===== config.mk =====
export PLATFORM = sky130hd
export DESIGN_NAME = mem_arbiter
export DESIGN_NICKNAME = d
export VERILOG_FILES = /design/src/rtl/mem_arbiter_pkg.sv /design/src/rtl/mem_arbiter.sv
export SDC_FILE = /design/constraint.sdc
export NUM_CORES = 1
export LEC_CHECK = 0
export ABC_AREA = 1
export BUFFER_PORTS_ARGS = -buffer_cell sky130_fd_sc_hd__buf_2
export CAP_MARGIN = 15
export CORE_AREA = 2 2 276 278
export CTS_BUF_LIST = sky130_fd_sc_hd__clkbuf_4 sky130_fd_sc_hd__clkbuf_8 sky130_fd_sc_hd__clkbuf_16
export DETAILED_ROUTE_END_ITERATION = 8
export DIE_AREA = 0 0 278 280
export PLACE_DENSITY = 0.33
export RECOVER_POWER = 100
export SLEW_MARGIN = 15
export SYNTH_ARGS = -nofsm -noshare
export SYNTH_HDL_FRONTEND = slang
export SYNTH_SLANG_ARGS = --single-unit

===== constraint.sdc =====
create_clock -name clk -period 4.8 [get_ports clk]
set_input_delay 0.96 -clock clk [delete_from_list [all_inputs] [get_ports clk]]
set_output_delay 0.96 -clock clk [all_outputs]
set_load 0.01 [all_outputs]

===== src/rtl/mem_arbiter_pkg.sv =====
// Shared cache/memory definitions: line and address geometry, arbiter state and grant encodings.
// Used by both caches and the physical-memory arbiter.
package mem_arbiter_pkg;

    localparam int LINE_W = 128;
    localparam int ADDR_W = 16;
    localparam int CNT_W  = 16;

    typedef enum logic [1:0] {
        IDLE    = 2'd0,
        SERVE_I = 2'd1,
        SERVE_D = 2'd2,
        RELEASE = 2'd3
    } arb_state_t;

    typedef enum logic {
        GRANT_I = 1'b0,
        GRANT_D = 1'b1
    } grant_t;

    // Round-robin tie break: whoever did not win last time goes next.
    function automatic grant_t rr_pick(input grant_t last);
        return (last == GRANT_D) ? GRANT_I : GRANT_D;
    endfunction

endpackage


===== src/rtl/mem_arbiter.sv =====
// Two-requester (I-cache / D-cache) arbiter onto a single physical-memory port, round-robin on ties.
// Command appears one cycle after the request is sampled in IDLE; each grant is held until pmem_resp, then one RELEASE bubble.
module mem_arbiter
    import mem_arbiter_pkg::*;
(
    input  logic              clk,
    input  logic              reset_miss,
    input  logic              i_pmem_read,
    input  logic [ADDR_W-1:0] i_pmem_address,
    output logic [LINE_W-1:0] i_pmem_rdata,
    output logic              i_pmem_resp,
    input  logic              d_pmem_read,
    input  logic              d_pmem_write,
    input  logic [ADDR_W-1:0] d_pmem_address,
    input  logic [LINE_W-1:0] d_pmem_wdata,
    output logic [LINE_W-1:0] d_pmem_rdata,
    output logic              d_pmem_resp,
    output logic              pmem_read,
    output logic              pmem_write,
    output logic [ADDR_W-1:0] pmem_address,
    output logic [LINE_W-1:0] pmem_wdata,
    input  logic [LINE_W-1:0] pmem_rdata,
    input  logic              pmem_resp,
    output logic [CNT_W-1:0]  contention_count
);

    arb_state_t state, next_state;
    grant_t     last_grant, next_grant;
    logic       contend;
    logic       i_req, d_req;

    assign i_req = i_pmem_read;
    assign d_req = d_pmem_read | d_pmem_write;

    always_ff @(posedge clk or posedge reset_miss) begin
        if (reset_miss) begin
            state            <= IDLE;
            last_grant       <= GRANT_D;
            contention_count <= '0;
        end else begin
            state      <= next_state;
            last_grant <= next_grant;
            if (contend && contention_count != {CNT_W{1'b1}})
                contention_count <= contention_count + 1'b1;
        end
    end

    always_comb begin
        next_state = state;
        next_grant = last_grant;
        contend    = 1'b0;
        case (state)
            IDLE: begin
                if (i_req && d_req) begin
                    contend    = 1'b1;
                    next_grant = rr_pick(last_grant);
                    next_state = (next_grant == GRANT_I) ? SERVE_I : SERVE_D;
                end else if (i_req) begin
                    next_grant = GRANT_I;
                    next_state = SERVE_I;
                end else if (d_req) begin
                    next_grant = GRANT_D;
                    next_state = SERVE_D;
                end
            end
            SERVE_I: if (pmem_resp) next_state = RELEASE;
            // A D-cache that withdraws its request abandons the transaction.
            SERVE_D: begin
                if (!d_req)         next_state = IDLE;
                else if (pmem_resp) next_state = RELEASE;
            end
            RELEASE: next_state = IDLE;
            default: next_state = IDLE;
        endcase
    end

    always_comb begin
        pmem_read    = 1'b0;
        pmem_write   = 1'b0;
        pmem_address = '0;
        pmem_wdata   = '0;
        i_pmem_resp  = 1'b0;
        d_pmem_resp  = 1'b0;
        case (state)
            SERVE_I: begin
                pmem_read    = 1'b1;
                pmem_address = i_pmem_address;
                i_pmem_resp  = pmem_resp;
            end
            SERVE_D: begin
                pmem_write   = d_pmem_write;
                pmem_read    = d_pmem_read & ~d_pmem_write;
                pmem_address = d_pmem_address;
                pmem_wdata   = d_pmem_wdata;
                d_pmem_resp  = pmem_resp & d_req;
            end
            default: ;
        endcase
    end

    // Read data fans out to both caches; gated only so nothing leaks out during reset.
    assign i_pmem_rdata = reset_miss ? '0 : pmem_rdata;
    assign d_pmem_rdata = reset_miss ? '0 : pmem_rdata;

endmodule


==> metrics.txt <==
WS Path Type reg2out; most common cell after layout, fill and taps aside clkbuf_1; CTS max path bufs 2; Hold Crit Class reg2reg; Clock transition at path regs 0.06 ns; IO Count 714; clock share of power 0.084; #FFs+latches synth 19; area grow syn2layout 72.4%; Reg power frac 0.124; count of final setup violators 0; H-tree levels 1; share of synthesized flip-flops with an asynchronous set or reset 1.00; post-place setup slack 1.33 ns; post-layout min period 3.87 ns; CTS tree yes; crit path capture type output pin; worst-path maximum fanout 86; initial cell density of the core 0.0605; fin worst setup slack between 0.9 and 1 ns; Comb pwr share 0.792; Least-Margin Pin Slew 1.10 ns; dominant cells by area after synthesis inv_1 23%, buf_4 21%, nand2_1 18%; GRT Util Overall 0.102; slowest cell on the critical path ha_4; Die Area 0.0778 sq mm; Die Span Y 280 microns; status finished clean; Fin Clk Skew 0.00772 ns; RSZ-0062 raised after global routing no; cts repair resizes 0; switch share 0.622; GRT overflow 0; most frequent cells in the layout 421 x clkbuf_1, 301 x buf_2, 277 x inv_1, 221 x nand2_1, 150 x nor2_1; DRC violations left 0; number of max-slew violations in the final report 0; GPL Wtd Cong 0.811; antenna-violating nets left 0; P_leak about 4.7 nW; largest net degree at the start of global routing 87; Post-CTS Hold Buffers 0; Setup crit start kind register; share of the synthesized area in the top cell type 0.228; Max Cap Viol 0; Yosys top cell by area inv_1; filler instances 9197; # clock sinks 19; crit-path cells inv_1 > ha_4 > clkbuf_1 > nand2_1 > inv_1 > clkbuf_1; first-pass GRT wire length ~55000 microns; Psw 1.34 mW; CTS buffer count 3; non-filler cells, final 2456; Vias 7048; placed cell count about 2400; WHS 0.507 ns; Post-Synthesis Cells about 900; final hold vios 0; clk_lat worst skew 0.26 ns; Power Dens Cells 275 mW/mm^2; sequential area share after synthesis 0.105; Net Count, Synth roughly 1200; detailed placement HPWL between 30000 and 40000 microns; Core Footprint ~0.075 sq mm; synth warn 0; Buffers on Ports 713; Detailed Route WL 43300 microns; NumNets Final 1773; share of cells above drive strength 1 0.220; 1st-iter DRT viols 343; max_slew headroom 0.266; number of flops mapped to enable cells by yosys 0; slowest stage delay, CP 0.85 ns; delay-heaviest family, CP buffers and inverters; setup repair bufs after CTS 0; DR vias/cell 2.87; required time worst endpoint 3.84 ns; Die W roughly 280 microns; Main synth FF type dfrtp_1; P_int 816 uW; Max Fclk 258 MHz; initial antenna violation count 38; Post-Route Utilization 0.104; wire per inst 17.6 microns; Mapped Area 0.00455 sq mm; syn_area_per_cell 5.02 sq um; final setup TNS 0 ns; FP Rows between 100 and 150; Yosys cell types 30; CP arrival 2.91 ns; vias in the first global route 6478; worst vdd ir 0.000203 V; fin crit share 0.807; CTS root buf clkbuf_16; WP buf/inv 4; TritonRoute pass-1 iters 5
[per-stage QoR]
stage	cell area, sq um	power (mW)
floorplan	4550	1.28
global placement	8320	2.20
detailed placement	8320	2.18
CTS	8400	2.37
global route	7830	2.42
finish	7840	2.16
[cell usage after synthesis, types with 6 or more instances]
| cell type | number |
|---|---|
| buf_2 | 10 |
| clkbuf_1 | 20 |
| ha_1 | 7 |
| nand2_1 | 219 |
| nand3_1 | 7 |
| a21oi_1 | 18 |
| inv_1 | 276 |
| dfrtp_1 | 18 |
| buf_4 | 128 |
| nand2_2 | 9 |
| nor2_1 | 149 |
| nor2_2 | 6 |
| o21ai_0 | 8 |
[path summary, 6_finish.rpt]
path                            startpoint                   end  slack, ns  cells after the start
worst min register to register  last_grant            last_grant       0.51                      2
worst max register to register    state[0]   contention_count[7]       2.46                      7
worst max-delay path              state[0]        pmem_wdata[38]       0.93                      6
max in group asynchronous       reset_miss   contention_count[6]       2.67                      3
min in group asynchronous       reset_miss  contention_count[15]       1.60                      3
worst min-delay path            last_grant            last_grant       0.51                      2
[metal layers]
metal / track usage / wire length [microns] / vias to the layer above
met5: 0 / 219 / -
met4: 0.00513 / 380 / 34
met2: 0.154 / 18200 / 426
met3: 0.0748 / 7410 / 54
met1: 0.121 / 17100 / 3055
li1: - / - / 3479
[power by group through the flow]
stage          logic [mW]  registers (mW)  clock network, mW
2_1_floorplan        1.01           0.265                  0
4_1_cts              1.92           0.267              0.189
3_3_place_gp         1.93           0.272                  0
5_1_grt              1.95           0.277              0.197
6_report             1.71           0.267              0.181
3_5_place_dp         1.91           0.270                  0
[registers in the layout, indices dropped and copies added, names as in the netlist]
name and flops:
contention_count 16, last_grant 1, state 2
[worst register-to-register path, stage by stage (launching register included)]
cell and delay (ns):
dfrtp_1 0.41, inv_1 0.19, ha_1 0.21, nand2_1 0.05, inv_1 0.06, nand2_1 0.18, nor2_1 0.89, o21ai_0 0.19
[cell type report]
cell class / count / area, sq um / share of cell area
Antenna cell: 7 / 17.5 / 0.00223
Clock buffer: 3 / 75.1 / 0.00958
Clock inverter: 1 / 5.00 / 0.000638
Inverter: 279 / 1050 / 0.134
Multi-Input combinational cell: 446 / 1900 / 0.242
Sequential cell: 19 / 477 / 0.0608
Tap cell: 978 / 1220 / 0.156
Timing Repair Buffer: 723 / 3090 / 0.395
[kinds of logic after synthesis]
| family | Yosys count | synth area share |
|---|---|---|
| adders and majority gates | 7 | 0.0193 |
| buffers and inverters | 441 | 0.474 |
| AOI/OAI and AO/OA | 34 | 0.0421 |
| DFF | 19 | 0.105 |
| xor gates and xnor gates | 6 | 0.0116 |
| and+or+nand+nor | 399 | 0.348 |
Power figures use the tool's default switching activity.
